`config.mk`:
```
export PLATFORM = sky130hd
export DESIGN_NAME = mem_arbiter_flat
export DESIGN_NICKNAME = d
export VERILOG_FILES = /design/src/rtl/mem_arbiter_if.sv /design/src/rtl/mem_arbiter.sv /design/src/flat_wrapper.sv
export SDC_FILE = /design/constraint.sdc
export NUM_CORES = 1
export LEC_CHECK = 0
export CAP_MARGIN = 20
export CORE_AREA = 2 2 173 175
export CTS_CLUSTER_DIAMETER = 40
export CTS_CLUSTER_SIZE = 20
export DETAILED_ROUTE_END_ITERATION = 7
export DIE_AREA = 0 0 175 177
export GPL_TIMING_DRIVEN = 0
export HOLD_SLACK_MARGIN = 0.02
export MAX_ROUTING_LAYER = met4
export PLACE_DENSITY = 0.63
export SLEW_MARGIN = 20
export SYNTH_ARGS = -nofsm -noshare
export SYNTH_HDL_FRONTEND = slang
export SYNTH_SLANG_ARGS = --single-unit
```
`constraint.sdc`:
```
create_clock -name clk -period 12.13 [get_ports clk]
set_input_delay 1.213 -clock clk [delete_from_list [all_inputs] [get_ports clk]]
set_output_delay 1.213 -clock clk [all_outputs]
set_load 0.01 [all_outputs]
```
`src/rtl/mem_arbiter_if.sv`:
```
// Bus bundle for mem_arbiter: I-side and D-side cache request ports plus the shared RAM port.
// The slave modport is the arbiter's view; master is the surrounding caches and RAM model.
interface mem_arbiter_if #(
    parameter int ADDR_W = 16,
    parameter int DATA_W = 64
);
    logic              startReqI;
    logic [ADDR_W-1:0] inAddrI;
    logic [DATA_W-1:0] inDataI;
    logic              isRdI;
    logic              reqFinishI;
    logic [DATA_W-1:0] outDataI;

    logic              startReqD;
    logic [ADDR_W-1:0] inAddrD;
    logic [DATA_W-1:0] inDataD;
    logic              isRdD;
    logic              reqFinishD;
    logic [DATA_W-1:0] outDataD;

    logic              memEn;
    logic [ADDR_W-1:0] memAddr;
    logic [DATA_W-1:0] memData;
    logic              memIsRd;
    logic              memDone;
    logic [DATA_W-1:0] memResult;

    logic              busyM;
    logic              ownerD;

    modport slave (
        input  startReqI, inAddrI, inDataI, isRdI,
        output reqFinishI, outDataI,
        input  startReqD, inAddrD, inDataD, isRdD,
        output reqFinishD, outDataD,
        output memEn, memAddr, memData, memIsRd,
        input  memDone, memResult,
        output busyM, ownerD
    );

    modport master (
        output startReqI, inAddrI, inDataI, isRdI,
        input  reqFinishI, outDataI,
        output startReqD, inAddrD, inDataD, isRdD,
        input  reqFinishD, outDataD,
        input  memEn, memAddr, memData, memIsRd,
        output memDone, memResult,
        input  busyM, ownerD
    );
endinterface

```
`src/rtl/mem_arbiter.sv`:
```
// Two-requester arbiter serialising I-cache and D-cache line transfers onto one RAM port,
// one outstanding transaction at a time, round-robin (or I-first) on ties.
//
// state  | meaning
// S_IDLE | no transaction; evaluate requests and grant one
// S_BUSY | RAM request held on the latched address/data until memDone
// S_DONE | one-cycle reqFinish pulse to the owner, then back to idle
module mem_arbiter #(
    parameter int ADDR_W     = 16,
    parameter int DATA_W     = 64,
    parameter int FIXED_PRIO = 0
) (
    input logic          clk,
    input logic          rstn,
    mem_arbiter_if.slave bus
);
    typedef enum logic [1:0] {
        S_IDLE = 2'd0,
        S_BUSY = 2'd1,
        S_DONE = 2'd2
    } state_t;

    state_t            state_q, state_d;
    logic              last_was_d_q, last_was_d_d;
    logic              owner_q, owner_d;
    logic [ADDR_W-1:0] addr_q, addr_d;
    logic [DATA_W-1:0] data_q, data_d;
    logic              is_rd_q, is_rd_d;
    logic [DATA_W-1:0] result_q, result_d;

    logic gnt_to_d;
    logic mem_en, fin_i, fin_d, busy;

    // On a tie the side that was not served last wins, unless I has fixed priority.
    assign gnt_to_d = (bus.startReqI && bus.startReqD)
                    ? ((FIXED_PRIO != 0) ? 1'b0 : ~last_was_d_q)
                    : bus.startReqD;

    always_ff @(posedge clk or posedge rstn) begin
        if (rstn) begin
            state_q      <= S_IDLE;
            last_was_d_q <= 1'b1;
            owner_q      <= 1'b0;
            addr_q       <= '0;
            data_q       <= '0;
            is_rd_q      <= 1'b0;
            result_q     <= '0;
        end else begin
            state_q      <= state_d;
            last_was_d_q <= last_was_d_d;
            owner_q      <= owner_d;
            addr_q       <= addr_d;
            data_q       <= data_d;
            is_rd_q      <= is_rd_d;
            result_q     <= result_d;
        end
    end

    always_comb begin
        state_d      = state_q;
        last_was_d_d = last_was_d_q;
        owner_d      = owner_q;
        addr_d       = addr_q;
        data_d       = data_q;
        is_rd_d      = is_rd_q;
        result_d     = result_q;
        case (state_q)
            S_IDLE: begin
                if (bus.startReqI || bus.startReqD) begin
                    owner_d = gnt_to_d;
                    addr_d  = gnt_to_d ? bus.inAddrD : bus.inAddrI;
                    data_d  = gnt_to_d ? bus.inDataD : bus.inDataI;
                    is_rd_d = gnt_to_d ? bus.isRdD   : bus.isRdI;
                    state_d = S_BUSY;
                end
            end
            S_BUSY: begin
                if (bus.memDone) begin
                    result_d = bus.memResult;
                    state_d  = S_DONE;
                end
            end
            S_DONE: begin
                last_was_d_d = owner_q;
                state_d      = S_IDLE;
            end
            default: state_d = S_IDLE;
        endcase
    end

    always_comb begin
        mem_en = (state_q == S_BUSY);
        fin_i  = (state_q == S_DONE) && !owner_q;
        fin_d  = (state_q == S_DONE) && owner_q;
        busy   = (state_q != S_IDLE);
    end

    assign bus.memEn      = mem_en;
    assign bus.memAddr    = addr_q;
    assign bus.memData    = data_q;
    assign bus.memIsRd    = is_rd_q;
    assign bus.reqFinishI = fin_i;
    assign bus.reqFinishD = fin_d;
    assign bus.outDataI   = result_q;
    assign bus.outDataD   = result_q;
    assign bus.busyM      = busy;
    assign bus.ownerD     = owner_q;
endmodule

```
`src/flat_wrapper.sv`:
```
// flat-port wrapper written by rule: the top's interface ports become plain ports
module mem_arbiter_flat 
#(
    parameter int ADDR_W     = 16,
    parameter int DATA_W     = 64,
    parameter int FIXED_PRIO = 0
)
  (clk, rstn, bus_startReqI, bus_inAddrI, bus_inDataI, bus_isRdI, bus_reqFinishI, bus_outDataI, bus_startReqD, bus_inAddrD, bus_inDataD, bus_isRdD, bus_reqFinishD, bus_outDataD, bus_memEn, bus_memAddr, bus_memData, bus_memIsRd, bus_memDone, bus_memResult, bus_busyM, bus_ownerD);
  mem_arbiter_if #(.ADDR_W(ADDR_W), .DATA_W(DATA_W)) bus_i ();
  input logic clk;
  input logic rstn;
  input wire logic [$bits(bus_i.startReqI)-1:0] bus_startReqI;
  input wire logic [$bits(bus_i.inAddrI)-1:0] bus_inAddrI;
  input wire logic [$bits(bus_i.inDataI)-1:0] bus_inDataI;
  input wire logic [$bits(bus_i.isRdI)-1:0] bus_isRdI;
  output wire logic [$bits(bus_i.reqFinishI)-1:0] bus_reqFinishI;
  output wire logic [$bits(bus_i.outDataI)-1:0] bus_outDataI;
  input wire logic [$bits(bus_i.startReqD)-1:0] bus_startReqD;
  input wire logic [$bits(bus_i.inAddrD)-1:0] bus_inAddrD;
  input wire logic [$bits(bus_i.inDataD)-1:0] bus_inDataD;
  input wire logic [$bits(bus_i.isRdD)-1:0] bus_isRdD;
  output wire logic [$bits(bus_i.reqFinishD)-1:0] bus_reqFinishD;
  output wire logic [$bits(bus_i.outDataD)-1:0] bus_outDataD;
  output wire logic [$bits(bus_i.memEn)-1:0] bus_memEn;
  output wire logic [$bits(bus_i.memAddr)-1:0] bus_memAddr;
  output wire logic [$bits(bus_i.memData)-1:0] bus_memData;
  output wire logic [$bits(bus_i.memIsRd)-1:0] bus_memIsRd;
  input wire logic [$bits(bus_i.memDone)-1:0] bus_memDone;
  input wire logic [$bits(bus_i.memResult)-1:0] bus_memResult;
  output wire logic [$bits(bus_i.busyM)-1:0] bus_busyM;
  output wire logic [$bits(bus_i.ownerD)-1:0] bus_ownerD;
  assign bus_i.startReqI = bus_startReqI;
  assign bus_i.inAddrI = bus_inAddrI;
  assign bus_i.inDataI = bus_inDataI;
  assign bus_i.isRdI = bus_isRdI;
  assign bus_reqFinishI = bus_i.reqFinishI;
  assign bus_outDataI = bus_i.outDataI;
  assign bus_i.startReqD = bus_startReqD;
  assign bus_i.inAddrD = bus_inAddrD;
  assign bus_i.inDataD = bus_inDataD;
  assign bus_i.isRdD = bus_isRdD;
  assign bus_reqFinishD = bus_i.reqFinishD;
  assign bus_outDataD = bus_i.outDataD;
  assign bus_memEn = bus_i.memEn;
  assign bus_memAddr = bus_i.memAddr;
  assign bus_memData = bus_i.memData;
  assign bus_memIsRd = bus_i.memIsRd;
  assign bus_i.memDone = bus_memDone;
  assign bus_i.memResult = bus_memResult;
  assign bus_busyM = bus_i.busyM;
  assign bus_ownerD = bus_i.ownerD;
  mem_arbiter #(.ADDR_W(ADDR_W), .DATA_W(DATA_W), .FIXED_PRIO(FIXED_PRIO)) u_core (.clk(clk), .rstn(rstn), .bus(bus_i));
endmodule
```
==> results of run 1 <==
## routing by layer
metal  share of wire (%)  global-route usage [%]
met5                   0                       -
met4                0.83                    3.09
met2                  52                    26.4
met1                  41                    17.7
met3                 5.8                    3.97
## power by group through the flow
stage,Sequential [uW],Clock (uW),Combinational (uW)
final,923,539,1730
after CTS,928,561,1760
after detailed placement,935,0,1760
after global routing,962,579,1830
after floorplan,1020,0,687
after global placement,927,0,1740
## kinds of logic (layout without fill, tap and decap cells)
group / count (synthesis) / after routing / synth area share (%)
AOI/OAI and AO/OA: 5 / 5 / 0.496
muxes: 226 / 226 / 38.8
DFF: 149 / 149 / 51.0
and+or+nand+nor: 6 / 6 / 0.376
buffers and inverters: 94 / 570 / 9.29
## worst min path at each step
stage	slack [ns]	cells after the start	startpoint	end
2_1_floorplan	0.49	1	u_core.last_was_d_q	u_core.last_was_d_q
3_3_place_gp	0.49	1	u_core.bus.memAddr[8]	u_core.bus.memAddr[8]
3_5_place_dp	0.49	1	u_core.bus.memData[56]	u_core.bus.memData[56]
4_1_cts	0.51	1	u_core.bus.memData[35]	u_core.bus.memData[35]
5_1_grt	0.52	1	u_core.bus.memData[45]	u_core.bus.memData[45]
6_report	0.50	1	u_core.bus.memData[34]	u_core.bus.memData[34]
## worst register-to-register path: stages (launching register included)
cell	delay [ns]
dfstp_2	0.54
a21bo_1	0.12
buf_6	0.20
buf_6	0.24
mux2_4	0.32
mux2_2	0.26
## state kept, by name (all words and copies together) (netlist names)
register	count
u_core.state_q	2
u_core.bus.memAddr	16
u_core.bus.outDataD	64
u_core.bus.memIsRd	1
u_core.bus.memData	64
u_core.bus.ownerD	1
u_core.last_was_d_q	1
## area by class of cell
type,instances,area [sq um]
fillers,2757,16400
repair buffers,445,4470
flip-flops and latches,149,3730
multi-input cells,237,2910
plain buffers,89,661
well taps,390,488
clock buffers,19,453
clock inverters,12,143
inverters,5,26.3
## metrics by stage
stage	power [uW]	worst slack [ns]	area (sq um)
floorplan	1710	6.91	7310
global placement	2670	4.30	12200
detailed placement	2690	9.03	12300
CTS	3250	9.14	12900
global route	3370	9.08	12900
finish	3190	9.15	12900
## placed cells by master, fill, tap and decap left out
master,count
a21o_1,1
bufinv_16,2
nand2b_1,1
inv_6,4
buf_4,64
nor2_1,3
mux2_4,79
buf_16,1
clkbuf_1,1
nor2b_1,1
clkinvlp_4,4
clkdlybuf4s50_1,444
buf_2,15
clkbuf_16,17
buf_6,9
clkinv_4,2
dfrtp_1,148
inv_8,1
clkbuf_8,2
mux2_2,147
a21bo_1,1
o2bb2ai_1,1
nand2_1,1
dfstp_2,1
inv_1,4
o21ai_0,2
==> impl_metrics.csv, run 1 <==
group,metric,value,unit
critical_path,cp_num_buf_inv,1,
cts,cts_buffer_depth,2,
power,pwr-share-seq,28.9,%
sta,setup_violations,0,
yosys,yosysMostFrequentCell,"dfrtp_1",
sta,slew_headroom,62.1,%
placed_design,hpwl,18700,um
cells_and_area,drive_gt1_share,36.4,%
floorplanning,die_w,175,um
floorplanning,coreArea,29200,sq um
yosys,synth_commonest_cells,"dfrtp_1 (148), mux2_2 (147), mux2_4 (79)",
floorplanning,rows,63,
cts,cts.clk_slew.worst_paths,0.06,ns
power,ir_worst_vdd,0.0000954,V
yosys,synthFlopType,"dfrtp_1",
placed_design,finalWeightedCongestion,0.766,
floorplanning,ios,445,
cells_and_area,fin_util,44.0,%
critical_path,r2r-start,"u_core.last_was_d_q",
route,via_count,5374,
critical_path,crit_type,"reg -> out",
cts,clock_latency,0.42,ns
sta,fin_skew,0.0104,ns
cells_and_area,area_delta_synth_final,76.1,%
flow_run,drv_cap,0,
route,drtPass1Iterations,4,
sta,period_share,24.6,%
yosys,synth-seq-area-share,51.0,%
cts,cts_tree,"yes",
power,p_comb_share,54.2,%
critical_path,startpoint_type,"flip-flop",
floorplanning,fp.dieH,177,um
critical_path,rrSetupSlack,10.34,ns
critical_path,cp.required,10.92,ns
sta,hold-worst-slack,0.502,ns
floorplanning,fp.dieArea,31000,sq um
sta,fin_tns_setup,0,ns
route,wl_per_cell,17.4,um
critical_path,r2r_end,"u_core.bus.memAddr[13]",
hold_path,hold_path_class,"reg -> reg",
critical_path,worstRegToRegCells,5,
global_routing,grt-ovfl-total,0,
global_routing,grt_pass1_wl,34100,um
cells_and_area,nNetsFinal,1175,
yosys,synth_top_area_cell,"dfrtp_1",
power,swShare,31.1,%
cts,cts_resized,0,
critical_path,worstPathArrival,1.77,ns
sta,fin_crit,2.98,ns
sta,worstMarginPinSlew,0.569,ns
cts,ctsRootBufferMaster,"clkbuf_16",
yosys,yosysTopAreaCellShare,50.6,%
sta,grt_setup_unrepaired,"false",
critical_path,endpoint_kind,"output pin",
yosys,syn_inst,480,
placed_design,place_inst,1315,
yosys,synth_nets,711,
yosys,post_synth.cell_area_avg,15.2,sq um
yosys,ys_ff_latch,149,
global_routing,grt_pass1_vias,5535,
yosys,synthTopCellsByArea,"dfrtp_1 (51%), mux2_2 (23%), mux2_4 (16%), buf_4 (6.6%), buf_6 (1.4%)",
route,dr.first_iter.drc_count,123,
critical_path,cp_top_family,"buffers and inverters",
route,via_per_inst,3.99,
critical_path,cp_max_fo,3,
yosys,synth_warnings,0,
cts,numCtsBuffers,17,
power,clock_power_share,16.9,%
placed_design,portBuffers,444,
route,final_antenna_net_count,0,
critical_path,worstPathCellList,"nand2b_1 -> nor2_1 -> clkdlybuf4s50_1",
critical_path,crit_start,"u_core.state_q[0]",
cells_and_area,fin_cells,1346,
yosys,synthArstFlopShare,100,%
sta,hold_violations,0,
cts,post-cts-setup-buffers,0,
critical_path,cp.depth,3,
yosys,ys_types,17,
floorplanning,start_util,25.0,%
global_routing,grt_max_degree,82,
cts,cts_num_sinks,149,
cts,ctsHoldBuffers,0,
sta,drv_slew,0,
route,drt-total-wl,23500,um
power,power_density,248,nW/um^2
route,drc,0,
power,p_sw,994,uW
critical_path,crit_end,"bus_reqFinishD",
yosys,synth_area,7310,sq um
power,p_int,2200,uW
power,power_leakage,0.00552,uW
sta,fmax,335,MHz
global_routing,grtUsageTotal,15.2,%
cells_and_area,n_antenna_cell,0,
yosys,synth-edff-count,0,
cts,cts_max_level,4,
critical_path,slowest_delay,0.62,ns
outcome,outcome,"complete, no violations",
critical_path,cp_slowest_cell,"clkdlybuf4s50_1",
global_routing,antenna_found_initial,0,
Power figures use the tool's default switching activity.
==> inputs of run 2 (changes only) <==
CORE_AREA = 2 2 174 176   (was 2 2 173 175)
DIE_AREA = 0 0 176 178   (was 0 0 175 177)
clock period = 3.05 ns   (was 12.13 ns; I/O delays follow)
==> impl_metrics.csv, run 2 (synthesized netlist as in run 1, its figures left out) <==
group,metric,value,unit
floorplanning,rows,63,
placed_design,placed_cell_area,12400,sq um
critical_path,slowest_delay,0.60,ns
cells_and_area,nNetsFinal,1179,
global_routing,grt_pass1_vias,5659,
global_routing,grtUsageTotal,14.8,%
floorplanning,ios,445,
critical_path,endpoint_kind,"output pin",
cts,cts_tree,"yes",
route,drt-total-wl,23100,um
sta,worstMarginPinSlew,0.563,ns
critical_path,cp_max_fo,3,
critical_path,crit_type,"reg -> out",
flow_run,drv_cap,0,
placed_design,place_ws,0.884,ns
cells_and_area,final_common_cell,"clkdlybuf4s50_1",
cts,cts.clk_slew.worst_paths,0.06,ns
sta,period_share,66.1,%
cells_and_area,n_antenna_cell,0,
sta,drv_slew,0,
sta,fmax,496,MHz
sta,fin_skew,0.0132,ns
route,wl_per_cell,17.1,um
cts,post-cts-setup-buffers,0,
floorplanning,start_util,24.9,%
floorplanning,coreArea,29400,sq um
sta,grt_setup_unrepaired,"false",
cts,cts_buffer_depth,2,
route,drc,0,
placed_design,finalWeightedCongestion,0.795,
cts,ctsHoldBuffers,0,
sta,setup_violations,0,
floorplanning,die_w,176,um
cts,clock_latency,0.41,ns
cts,cts_resized,0,
floorplanning,fp.dieH,178,um
route,final_antenna_net_count,0,
sta,hold_violations,0,
placed_design,place_inst,1319,
cts,cts_max_level,4,
route,drtPass1Iterations,4,
critical_path,cp_slowest_cell,"clkdlybuf4s50_1",
critical_path,rrSetupSlack,1.27,ns
sta,fin_crit,2.02,ns
route,via_per_inst,4.01,
cells_and_area,final_cell_mix,"clkdlybuf4s50_1 (444), dfrtp_1 (148), mux2_2 (147), mux2_4 (79), buf_4 (64)",
cells_and_area,fin_area,12900,sq um
sta,slew_headroom,62.5,%
placed_design,portBuffers,444,
hold_path,hold_path_class,"in -> async",
critical_path,startpoint_type,"flip-flop",
critical_path,r2r-start,"u_core.last_was_d_q",
cells_and_area,area_delta_synth_final,76.4,%
route,via_count,5421,
critical_path,cp.required,2.74,ns
power,ir_worst_vdd,0.000396,V
floorplanning,fp.dieArea,31300,sq um
global_routing,antenna_found_initial,0,
global_routing,grt-ovfl-total,0,
placed_design,hpwl,19000,um
cts,ctsRootBufferMaster,"clkbuf_16",
cells_and_area,drive_gt1_share,36.7,%
critical_path,crit_start,"u_core.state_q[0]",
critical_path,worstPathArrival,1.71,ns
global_routing,grt_max_degree,33,
outcome,outcome,"complete, no violations",
cells_and_area,fin_cells,1351,
power,power_density,972,nW/um^2
cts,cts_num_sinks,149,
critical_path,worstPathCellList,"nand2b_1 -> nor2_1 -> clkdlybuf4s50_1",
cts,numCtsBuffers,17,
sta,worst_slack,1.03,ns
power,power_leakage,0.00554,uW
route,dr.first_iter.drc_count,165,
global_routing,grt_pass1_wl,33900,um
power,finalPower,12500,uW
[run 2: changes by cell type in the layout (fill, tap and decap cells not counted)]
cell,delta
clkbuf_8,-2
bufinv_16,-2
buf_12,+4
clkinv_2,+3
clkinvlp_4,-1
inv_8,+1
clkinv_4,+2
[run 2: critical path, delay by kind of cell (launching register included)]
| kind | cells | cell delay, ns |
|---|---|---|
| and+or+nand+nor | 2 | 0.32 |
| DFF | 1 | 0.39 |
| buffers and inverters | 1 | 0.60 |
[run 2: path summary, 6_finish.rpt]
| path | end | depth (start not counted) |
|---|---|---|
| worst max-delay path | bus_reqFinishD | 3 |
| worst min-delay path | u_core.bus.memData[1] | 2 |
| worst max register to register | u_core.bus.memData[31] | 5 |
| worst min register to register | u_core.bus.memData[18] | 1 |
| max in group asynchronous | u_core.last_was_d_q | 5 |
| min in group clk | u_core.bus.outDataD[10] | 2 |
[run 2: final cells by class]
class / count / area [sq um]
Buffer: 89 / 661
Clock buffer: 17 / 425
Clock inverter: 15 / 123
Fill cell: 2715 / 16500
Inverter: 5 / 22.5
Multi-Input combinational cell: 237 / 2910
Sequential cell: 149 / 3730
Tap cell: 390 / 488
Timing Repair Buffer: 449 / 4550
[run 2: per-stage QoR]
stage	setup TNS (ns)	utilization (%)	hold slack, ns
3_5_place_dp	0	42.0	0.491
3_3_place_gp	-88.11	41.7	0.486
4_1_cts	0	43.9	0.288
2_1_floorplan	0	-	0.412
6_report	0	43.9	0.294
5_1_grt	0	43.9	0.320
[run 2: report_power, final]
group	switching, uW	internal, uW
registers	682	3010
logic	2390	4490
clock network	904	1060
[run 2: layer usage]
layer | vias up | track usage, % | wire length (um)
met1 | 2641 | 17.9 | 9560
met3 | 17 | 3.26 | 1300
met2 | 213 | 25.2 | 11900
met5 | - | - | 0
met4 | 0 | 3.51 | 338
li1 | 2550 | - | -
==> inputs of run 3 (changes only) <==
PLACE_DENSITY = 0.65   (was 0.63)
clock period = 1.8 ns   (was 3.05 ns; I/O delays follow)
==> impl_metrics.csv, run 3 (synthesized netlist as in run 1, its figures left out) <==
group,metric,value,unit
power,ir_worst_vdd,0.000642,V
global_routing,grt-ovfl-total,0,
global_routing,grt_pass1_vias,5678,
route,via_count,5457,
placed_design,finalWeightedCongestion,0.786,
sta,fin_skew,0.0145,ns
route,final_antenna_net_count,0,
floorplanning,die_w,176,um
cts,cts.clk_slew.worst_paths,0.07,ns
cts,ctsRootBufferMaster,"clkbuf_16",
cells_and_area,nNetsFinal,1179,
power,power_density,1640,nW/um^2
cells_and_area,final_common_cell,"clkdlybuf4s50_1",
route,wl_per_cell,17.3,um
critical_path,startpoint_type,"flip-flop",
sta,period_share,96.2,%
cts,clock_latency,0.42,ns
cts,cts_num_sinks,149,
sta,hold-worst-slack,0.0615,ns
cells_and_area,seqCellArea,3730,sq um
sta,hold_violations,0,
critical_path,worstPathArrival,2.03,ns
floorplanning,fp.dieArea,31300,sq um
placed_design,portBuffers,444,
cts,cts_buffer_depth,2,
placed_design,hpwl,18900,um
sta,fin_tns_setup,0,ns
critical_path,endpoint_kind,"flip-flop",
cts,numCtsBuffers,17,
global_routing,antenna_found_initial,0,
route,via_per_inst,4.04,
floorplanning,rows,63,
power,swShare,31.7,%
route,drc,0,
power,clock_power_share,15.8,%
cells_and_area,drive_gt1_share,36.6,%
cells_and_area,final_cell_mix,"clkdlybuf4s50_1 (441), dfrtp_1 (148), mux2_2 (147), mux2_4 (79), buf_4 (64)",
global_routing,grt_pass1_wl,34200,um
critical_path,crit_type,"reg -> reg",
floorplanning,start_util,24.9,%
flow_run,drv_cap,0,
floorplanning,fp.dieH,178,um
cts,cts_tree,"yes",
critical_path,cp.required,2.10,ns
sta,worstMarginPinSlew,0.570,ns
route,dr.first_iter.drc_count,135,
power,p_sw,6750,uW
sta,drv_slew,0,
sta,slew_headroom,62.0,%
sta,fmax,577,MHz
cells_and_area,multiInputGateArea,2910,sq um
cells_and_area,n_antenna_cell,0,
route,drtPass1Iterations,4,
floorplanning,coreArea,29400,sq um
cells_and_area,fillers,2707,
floorplanning,ios,445,
global_routing,grt_max_degree,33,
power,p_comb_share,54.7,%
hold_path,hold_path_class,"in -> async",
global_routing,grtUsageTotal,15.1,%
power,pwr-share-seq,29.5,%
cells_and_area,area_delta_synth_final,77.1,%
outcome,outcome,"complete, no violations",
critical_path,cp_max_fo,10,
route,drt-total-wl,23300,um
sta,fin_crit,1.73,ns
power,p_int,14500,uW
sta,grt_setup_unrepaired,"false",
sta,setup_violations,0,
cts,cts_max_level,4,
power,power_leakage,0.00556,uW
## run 3: layout make-up
| class | instances | area share [%] |
|---|---|---|
| Timing Repair Buffer | 449 | 35.1 |
| Sequential cell | 149 | 28.8 |
| Multi-Input combinational cell | 237 | 22.4 |
| Buffer | 89 | 5.54 |
| Tap cell | 390 | 3.77 |
| Clock buffer | 18 | 3.31 |
| Clock inverter | 14 | 0.918 |
| Inverter | 5 | 0.174 |
## run 3: power groups by stage
| stage | registers, uW | clock network [uW] | logic [uW] |
|---|---|---|---|
| after global routing | 6510 | 3660 | 12400 |
| after global placement | 6280 | 0 | 11700 |
| after detailed placement | 6340 | 0 | 11800 |
| final | 6280 | 3360 | 11600 |
| after CTS | 6300 | 3510 | 11800 |
| after floorplan | 6880 | 0 | 4630 |
## run 3: critical path, stage by stage, from the launching register on
cell	delay (ns)
dfstp_2	0.53
a21bo_1	0.14
buf_12	0.17
buf_6	0.19
mux2_4	0.32
mux2_2	0.26
## run 3: final timing paths
check / start / end / slack, ns / cells after the start
setup reg to reg: u_core.last_was_d_q / u_core.bus.memData[54] / 0.07 / 5
setup / recovery: u_core.last_was_d_q / u_core.bus.memData[54] / 0.07 / 5
min in group clk: bus_memResult[1] / u_core.bus.outDataD[1] / 0.37 / 2
hold / removal: rstn / u_core.bus.memAddr[2] / 0.06 / 2
max in group asynchronous: rstn / u_core.last_was_d_q / 0.77 / 5
hold reg to reg: u_core.bus.memAddr[11] / u_core.bus.memAddr[11] / 0.50 / 1
## run 3: metal layers
layer  share of wire (%)  up-vias  GRT usage, %  wire length, um
met3                 5.5       22          2.94             1290
met1                  41     2670          17.9             9530
met2                  52      218          25.9            12100
met4                 1.7        0          4.72              386
met5                   0        -             -                0
li1                    -     2547             -                -
## run 3: timing repair
| item | 4_1_cts | 5_1_grt |
|---|---|---|
| setup buffers | 0 | 0 |
| endpoints found under the setup margin | 10 | 70 |
| hold buffers | 0 | 0 |
| resized for setup | 4 | 14 |
## run 3: metrics by stage
step / utilization (%) / instance area, sq um / total power, uW / instances / setup slack [ns]
final: 44.0 / 13000 / 21300 / 1351 / 0.0679
after global routing: 44.0 / 13000 / 22500 / 1351 / 0.000469
after CTS: 43.9 / 12900 / 21600 / 1351 / 0.00513
after detailed placement: 42.0 / 12400 / 18100 / 1319 / -0.345
after global placement: 41.7 / 12300 / 17900 / 1314 / -1.75
after floorplan: - / 7320 / 11500 / 480 / -0.254
